==> config.mk <==
export PLATFORM = sky130hd
export DESIGN_NAME = traffic_light_counter
export DESIGN_NICKNAME = d
export VERILOG_FILES = /design/src/rtl/traffic_light_counter.sv
export SDC_FILE = /design/constraint.sdc
export NUM_CORES = 1
export LEC_CHECK = 0
export ABC_AREA = 0
export CAP_MARGIN = 20
export CORE_AREA = 4 4 41 43
export DETAILED_ROUTE_END_ITERATION = 7
export DIE_AREA = 0 0 45 47
export PLACE_DENSITY_LB_ADDON = 0.3
export SYNTH_ARGS = -nofsm -noshare
export SYNTH_HDL_FRONTEND = slang
export SYNTH_SLANG_ARGS = --single-unit
==> constraint.sdc <==
create_clock -name clk -period 3.4 [get_ports clk]
set_input_delay 0.51 -clock clk [delete_from_list [all_inputs] [get_ports clk]]
set_output_delay 0.51 -clock clk [all_outputs]
set_load 0.02 [all_outputs]
==> src/rtl/traffic_light_counter.sv <==
// Free-running 6-bit phase timer: counts up to a selectable terminal value,
// flags it, and wraps to zero on the following edge.
module traffic_light_counter #(
  parameter int unsigned LIMIT_LONG  = 29,
  parameter int unsigned LIMIT_SHORT = 4
) (
  input  logic       clk,
  input  logic       reset,
  input  logic       sel_compare,
  output logic [5:0] cnt,
  output logic       over_flag
);

  localparam logic [5:0] LIMIT_LONG_C  = LIMIT_LONG[5:0];
  localparam logic [5:0] LIMIT_SHORT_C = LIMIT_SHORT[5:0];

  // Power-up value lets the timer run correctly even if reset is never asserted.
  logic [5:0] cnt_r = 6'd0;
  logic [5:0] limit_s;
  logic       over_s;

  // Active limit and terminal-count detect; >= makes a lowered limit end the phase at once.
  always_comb begin
    limit_s = LIMIT_LONG_C;
    if (sel_compare == 1'b1) begin
      limit_s = LIMIT_SHORT_C;
    end else begin
      limit_s = LIMIT_LONG_C;
    end
    over_s = (cnt_r >= limit_s);
  end

  // Counter update: reset wins over wrap, wrap wins over increment.
  always_ff @(posedge clk) begin
    if (reset == 1'b1) begin
      cnt_r <= 6'd0;
    end else if (over_s == 1'b1) begin
      cnt_r <= 6'd0;
    end else begin
      cnt_r <= cnt_r + 6'd1;
    end
  end

  assign cnt       = cnt_r;
  assign over_flag = over_s;

endmodule

Yosys cells after proc, flatten, opt, wreduce, memory -nomap -nowiden
Cells that the tools add are included.

storage, ports and cells
  register bits after elaboration = 6
  bits in latches = 0
  RAM bits = 0
  ROM bits = 0
  input bits = 3
  output and inout bits = 7
  memories = 0

cells by class
  add/sub/neg operators = 1
  multiply operators = 0
  div/mod/pow operators = 0
  magnitude comparators = 1
  eq/ne operators = 0
  shift operators = 0
  multiplexer cells = 1
  bitwise gates (word level) = 0
  reductions and logical operators = 1

operators with widths
  cell                                          number
  adder 6 x 1 -> 6 bit (second input constant)  1
  greater-or-equal comparator 6 x 5 -> 1 bit    1
  2-to-1 mux 5 bit                              1
  OR reduction 2 bit                            1

Longest topological paths before layout
Gate-level depths: netlist of run 1.

  word-level depth = 3
  gate-level depth with buffers = 5
  gate-level depth less buffers = 5

Worst setup path before layout of run 1
OpenSTA, ideal clock, no wires.

  kind = in2out
  start point = input port sel_compare
  end point = output port over_flag
  arrival time = 1.436 ns
  path slack = 1.454 ns
  stages on the path = 3
  path buffers = 0
  cells stage by stage = ha_1 -> nand4b_1 -> o21ai_0

on the way
  cells in the longest elaborated chain, start to end = 2

ends and longest elaborated chain
  item                                        line  RTL
  from (decl)                                 9     input logic sel_compare,
  2-to-1 mux 5 bit                            25    if (sel_compare == 1'b1) begin
  greater-or-equal comparator 6 x 5 -> 1 bit  30    over_s = (cnt_r >= limit_s);
  to (decl)                                   11    output logic over_flag

Every way passes these cells.

Final worst setup path of run 1
Same ends and word-level chain as after synthesis.

==> impl_results.md, run 1 <==
- Status: finished, final reports clean
- CP endpoint kind: output port
- DR vias: 241
- Final setup vio count: 0
- Internal power: 128 µW
- Critical Path RT: 2.89 ns
- Clk root buf: clkbuf_4
- Hold-fix buffers at CTS: 0
- Final Hold Fails: 0
- Avg Cell Area, Syn: a little under 10 µm²
- Max FFs per register: 6
- Reg clk slew, reported paths: roughly 0.040 ns
- Reg power frac: 0.465
- Seq/Total Area, Yosys: 0.393
- CTS sink cnt: 6
- Switching Fraction: 0.245
- Worst vdd ir: 225 µV
- Largest net degree at the start of global routing: 7
- Final instance area: between 400 and 500 µm²
- Period utilisation layout: 0.809
- Post-DP HPWL: between 400 and 500 µm
- Die height: 47 µm
- Pwr Density: 387 nW/µm²
- Share of cells above drive strength 1: 0.163
- First-pass GRT wire length: ~950 µm
- Cell variety after synth: 14
- CTS tree: done
- # diodes: 0
- Clock power frac: 0.375
- Total CTS buffers: 3
- Aggregate global-route resource usage: 0.0626
- Leakage Power: around 0.18 nW
- Skew-Pair Late Insertion Delay: 0.24 ns
- Avg WL per Cell: 9.40 µm
- DR pass1 iterations: 1
- Via/cell ratio: a little over 4
- Cell count after synthesis: 31
- Skew final: around 0.0010 ns
- Slew of the pin with the lowest slew margin: 0.311 ns
- Die W: 45 µm
- Antenna viol nets, final: 0
- Io pins: 10
- WS Path Type: in -> out
- Yosys warnings: 0
- Post-CTS Setup Repair Bufs: 0
- Grt ovf: 0
- Initial drt markers: 0
- Clock buffer depth: 2
- Finished Layout Cells: 58
- Post-CTS sizing: 0
- Comb pwr share: 0.160
- Sw Pwr: ~41 µW
- Cell Area, Synth: roughly 300 µm²
- Number of synthesized register bits: 6
- GRT busiest layer: met1
- Pwr Total: ~170 µW
- Achievable Freq: 364 MHz
- Hold Crit Class: reg -> reg
- RSZ-0062 raised after global routing: false
- Met3 Use GR: 0.0268
- Pre-CTS WS: ~0.63 ns
- I/O Buffers: 9
- Final worst slack: about 0.65 ns
- Nets@finish: 52
- Residual DRC count: 0
- Crit path DAT: approximately 2.2 ns
- Die ar.: 2120 µm²
- Final Max Slew Viols: 0
- Startpoint types: input port
- Setup TNS: 0 ns
- Max transition margin: 0.792
- H-tree levels: 1
- Antenna violations before repair: 0
- Vias in the first global route: about 230
- Placed instance area: roughly 410 µm²
- Max-cap violation count: 0
- Initial Util: 0.235
- Grt met1 use: 0.0872
- Layout area overhead: 43.0%
- Final Routed Wirelength: ~550 µm
- Syn_nets: 38
- Critical-path maximum fanout: 3
- Placer Congestion: around 0.7
- Core box area: approximately 1300 µm²
- Final min period: 2.75 ns
- M2 GR Usage: 0.0791
- Rows: 13
- Dpl cells: 55
==> synth_stat cells, drive strengths merged <==
master,n,area share
nor2,5,0.061
nand3,2,0.033
nor3,1,0.033
o21ai,1,0.016
dfxtp,6,0.39
a211oi,1,0.041
nand2,1,0.012
nor3b,1,0.041
nand4b,1,0.029
o211ai,1,0.041
xor2,2,0.057
inv,4,0.049
ha,4,0.16
xnor2,1,0.029
==> stage by stage <==
step / hold slack [ns] / util
after floorplan: 0.529 / -
after global placement: 0.464 / 0.318
after detailed placement: 0.470 / 0.318
after CTS: 0.482 / 0.336
after global routing: 0.503 / 0.336
final: 0.479 / 0.336
==> worst max-delay path, cell delays in order <==
cell,delay (ns)
clkdlybuf4s50_1,0.45
ha_1,0.34
nand4b_1,0.13
o21ai_0,0.18
clkdlybuf4s50_1,0.63
==> power groups by stage <==
stage	Clock (mW)	Combinational [mW]	Sequential, mW
finish	0.0634	0.0271	0.0787
global route	0.0703	0.0300	0.0795
CTS	0.0672	0.0276	0.0787
detailed placement	0	0.0275	0.0800
global placement	0	0.0275	0.0799
floorplan	0	0.0116	0.0833
==> cell families (layout without fill, tap and decap cells) <==
family                   after synthesis  after routing  synth area share
XOR/XNOR                               3              3            0.0861
flip-flops                             6              6             0.393
AND/OR/NAND/NOR                       11             11             0.209
AO/OA/AOI/OAI                          3              3            0.0983
buffers and inverters                  4             16            0.0492
adder cells (fa/ha/maj)                4              4             0.164
==> final cells by class <==
class | count | area (µm²)
Fill cell | 140 | 865
Multi-Input combinational cell | 21 | 170
Sequential cell | 6 | 120
Timing Repair Buffer | 9 | 90.1
Clock buffer | 3 | 22.5
Tap cell | 15 | 18.8
Inverter | 4 | 15.0
==> cell usage in the layout (no fill, tap or decap) <==
cell type	count
o21ai_0	1
dfxtp_1	6
nand4b_1	1
xor2_1	2
a211oi_2	1
nand2_1	1
xnor2_1	1
nor2_1	5
nand3_1	2
inv_1	4
ha_1	4
nor3_2	1
clkdlybuf4s50_1	9
nor3b_2	1
clkbuf_4	3
o211ai_2	1
==> routing by layer <==
metal  vias to the layer above  wire length [µm]
li1                        132                 -
met1                       102               298
met2                         7               205
met3                         0                41
met4                         0                 0
met5                         -                 0
==> path summary, 6_finish.rpt <==
path                            slack (ns)         to  cells past startpoint         from
worst max-delay path                  0.65  over_flag                      5  sel_compare
worst min-delay path                  0.48     cnt[0]                      1       cnt[0]
worst max register to register        2.02     cnt[5]                      5       cnt[0]
worst min register to register        0.48     cnt[0]                      1       cnt[0]
Power figures use the tool's default switching activity.
==> inputs of run 2 (changes only) <==
==> constraint.sdc (replaced) <==
create_clock -name clk -period 2.5 [get_ports clk]
set_input_delay 0.375 -clock clk [delete_from_list [all_inputs] [get_ports clk]]
set_output_delay 0.375 -clock clk [all_outputs]
set_load 0.02 [all_outputs]
==> run 2 against run 1 <==
Effect of this change: sequential power is 36% higher; combinational power is 46% higher; register-to-register slack worse by 0.99 ns; final cell count is 5.2% higher; first-iteration DRC count stayed put; routed wire length is 10% higher; sequential cell count stayed put; worst setup slack worse by 0.28 ns; power is 40% higher; clock power is 42% higher; sequential share of layout area is 1.5 points lower; largest power group unchanged.
==> impl_results.md, run 2 (same netlist as run 1, synthesis figures left out) <==
- Area of the multi-input gates: 170 µm² (unchanged)
- Final setup vio count: 0 (unchanged)
- Period utilisation layout: 0.853
- I/O Buffers: 9 (unchanged)
- H-tree levels: 1 (unchanged)
- Clk root buf: clkbuf_4
- Layout area overhead: 51.2%
- Avg WL per Cell: 9.87 µm (+5.0%)
- Setup TNS: 0 ns (unchanged)
- Post-DP HPWL: 463 µm (+2.6%)
- Crit path DAT: 1.76 ns (-0.48 ns)
- Crit path to: over_flag
- Vias in the first global route: 261 (+12%)
- Placer Congestion: 0.691 (+1.2%)
- Die ar.: 2120 µm² (unchanged)
- FF-to-FF Start: cnt[0]
- Commonest cells after routing, fill and taps aside: clkdlybuf4s50_1, dfxtp_1, nor2_1
- Total CTS buffers: 3 (unchanged)
- Initial drt markers: 0 (unchanged)
- # diodes: 0 (unchanged)
- Core box area: 1300 µm² (unchanged)
- Nets@finish: 55 (+5.8%)
- Pre-CTS WS: 0.0127 ns (-0.618 ns)
- Final Max Slew Viols: 0 (unchanged)
- R2r setup slk: 1.03 ns (-0.99 ns)
- Crit path max-delay family: buffers and inverters
- CTS tree: done
- Leakage Power: 0.213 nW (+18%)
- Max-cap violation count: 0 (unchanged)
- Antenna viol nets, final: 0 (unchanged)
- Rows: 13 (unchanged)
- Initial Util: 0.235 (unchanged)
- Critical-path maximum fanout: 3 (unchanged)
- Status: finished, final reports clean
- CP max stage cell: clkdlybuf4s50_1
- Reg2Reg Depth: 6 (+1)
- Skew final: 0.000392 ns (-0.000620 ns)
- Buf/Inv on CP: 3 (+1)
- Clock buffer depth: 2 (unchanged)
- Achievable Freq: 469 MHz
- Residual DRC count: 0 (unchanged)
- Levels on crit path: 6 (+1)
- Pwr Total: 236 µW (+40%)
- CP endpoint kind: output port
- Crit. Startpoint: sel_compare
- End of the worst register-to-register path: cnt[5]
- Max transition margin: 0.784 (-0.00811)
- Hold Crit Class: reg -> reg
- Critical Path RT: 2.12 ns (-0.77 ns)
- Hold-fix buffers at CTS: 0 (unchanged)
- Reg clk slew, reported paths: 0.05 ns (about the same)
- Max FFs per register: 6 (unchanged)
- Leading cell type in the layout, fill and taps excluded: clkdlybuf4s50_1
- Slew of the pin with the lowest slew margin: 0.323 ns (+0.0121 ns)
- Final worst slack: 0.369 ns (-0.281 ns)
- Final Routed Wirelength: 602 µm (+10%)
- First-pass GRT wire length: 1040 µm (+9.5%)
- Die height: 47 µm (unchanged)
- Register area: 120 µm² (unchanged)
- Share of cells above drive strength 1: 0.217 (+0.0546)
- Antenna violations before repair: 0 (unchanged)
- WS Path Type: in -> out
- Die W: 45 µm (unchanged)
- Worst vdd ir: 181 µV (-20%)
- Grt ovf: 0 (unchanged)
- DR vias: 263 (+9.1%)
- Pwr Density: 512 nW/µm² (+32%)
- Io pins: 10 (unchanged)
- Skew-Pair Late Insertion Delay: 0.24 ns (about the same)
- Aggregate global-route resource usage: 0.0735 (+0.0109)
- Startpoint types: input port
- RSZ-0062 raised after global routing: false
- CP max stage delay: 0.52 ns (-0.11 ns)
- Crit path cell chain: clkdlybuf4s50_1 > inv_1 > ha_1 > nor3b_2 > o21ai_0 > dlymetal6s2s_1
- Fillers: 134 (-4.3%)
- Via/cell ratio: 4.31 (+3.8%)
- Final min period: between 2 and 2.5 ns
- DR pass1 iterations: 1 (unchanged)
- Largest net degree at the start of global routing: 7 (unchanged)
- WHS: 0.479 ns (+0.0000370 ns)
- Final Hold Fails: 0 (unchanged)
- Hold path cells: 1 (unchanged)
- CTS sink cnt: 6 (unchanged)
-- run 2: cell types whose count changed in the layout (fill, tap and decap cells not counted), sizes merged --
cell	delta
dlymetal6s2s	+1
buf	+3
clkdlybuf4s50	-1
-- run 2: layout make-up --
| cell class | count | area share |
|---|---|---|
| timing repair buffer | 12 | 0.249 |
| inverter | 4 | 0.0325 |
| tap | 15 | 0.0407 |
| sequential | 6 | 0.260 |
| multi-input combinational | 21 | 0.369 |
| clock buffer | 3 | 0.0488 |
-- run 2: report_power, final --
group          switching, mW  internal [mW]  total (mW)
Sequential           0.00592          0.101       0.107
Clock                 0.0356         0.0544      0.0900
Combinational         0.0188         0.0208      0.0396
-- run 2: how the worst min path moves through the flow --
stage / startpoint / endpoint / slack [ns]
after global routing: cnt[4] / cnt[5] / 0.53
after global placement: cnt[0] / cnt[0] / 0.47
final: cnt[0] / cnt[0] / 0.48
after detailed placement: cnt[0] / cnt[0] / 0.47
after floorplan: cnt[0] / cnt[0] / 0.53
after CTS: cnt[0] / cnt[0] / 0.49
-- run 2: through the flow --
step	std cells	utilization	cell area, µm²
finish	61	0.355	462
global route	61	0.355	462
detailed placement	58	0.336	437
floorplan	31	-	305
global placement	58	0.336	437
CTS	61	0.353	459
-- run 2: per-layer routing --
metal,GRT usage,part of all wire
met5,0,0
met4,0.105,0.023
met3,0.0115,0.073
met2,0.0989,0.42
met1,0.0843,0.48
-- run 2: repair_timing --
| action | in CTS | in global routing |
|---|---|---|
| setup buffers | 0 | 0 |
| resized for setup | 0 | 1 |
| endpoints found under the setup margin | 0 | 1 |
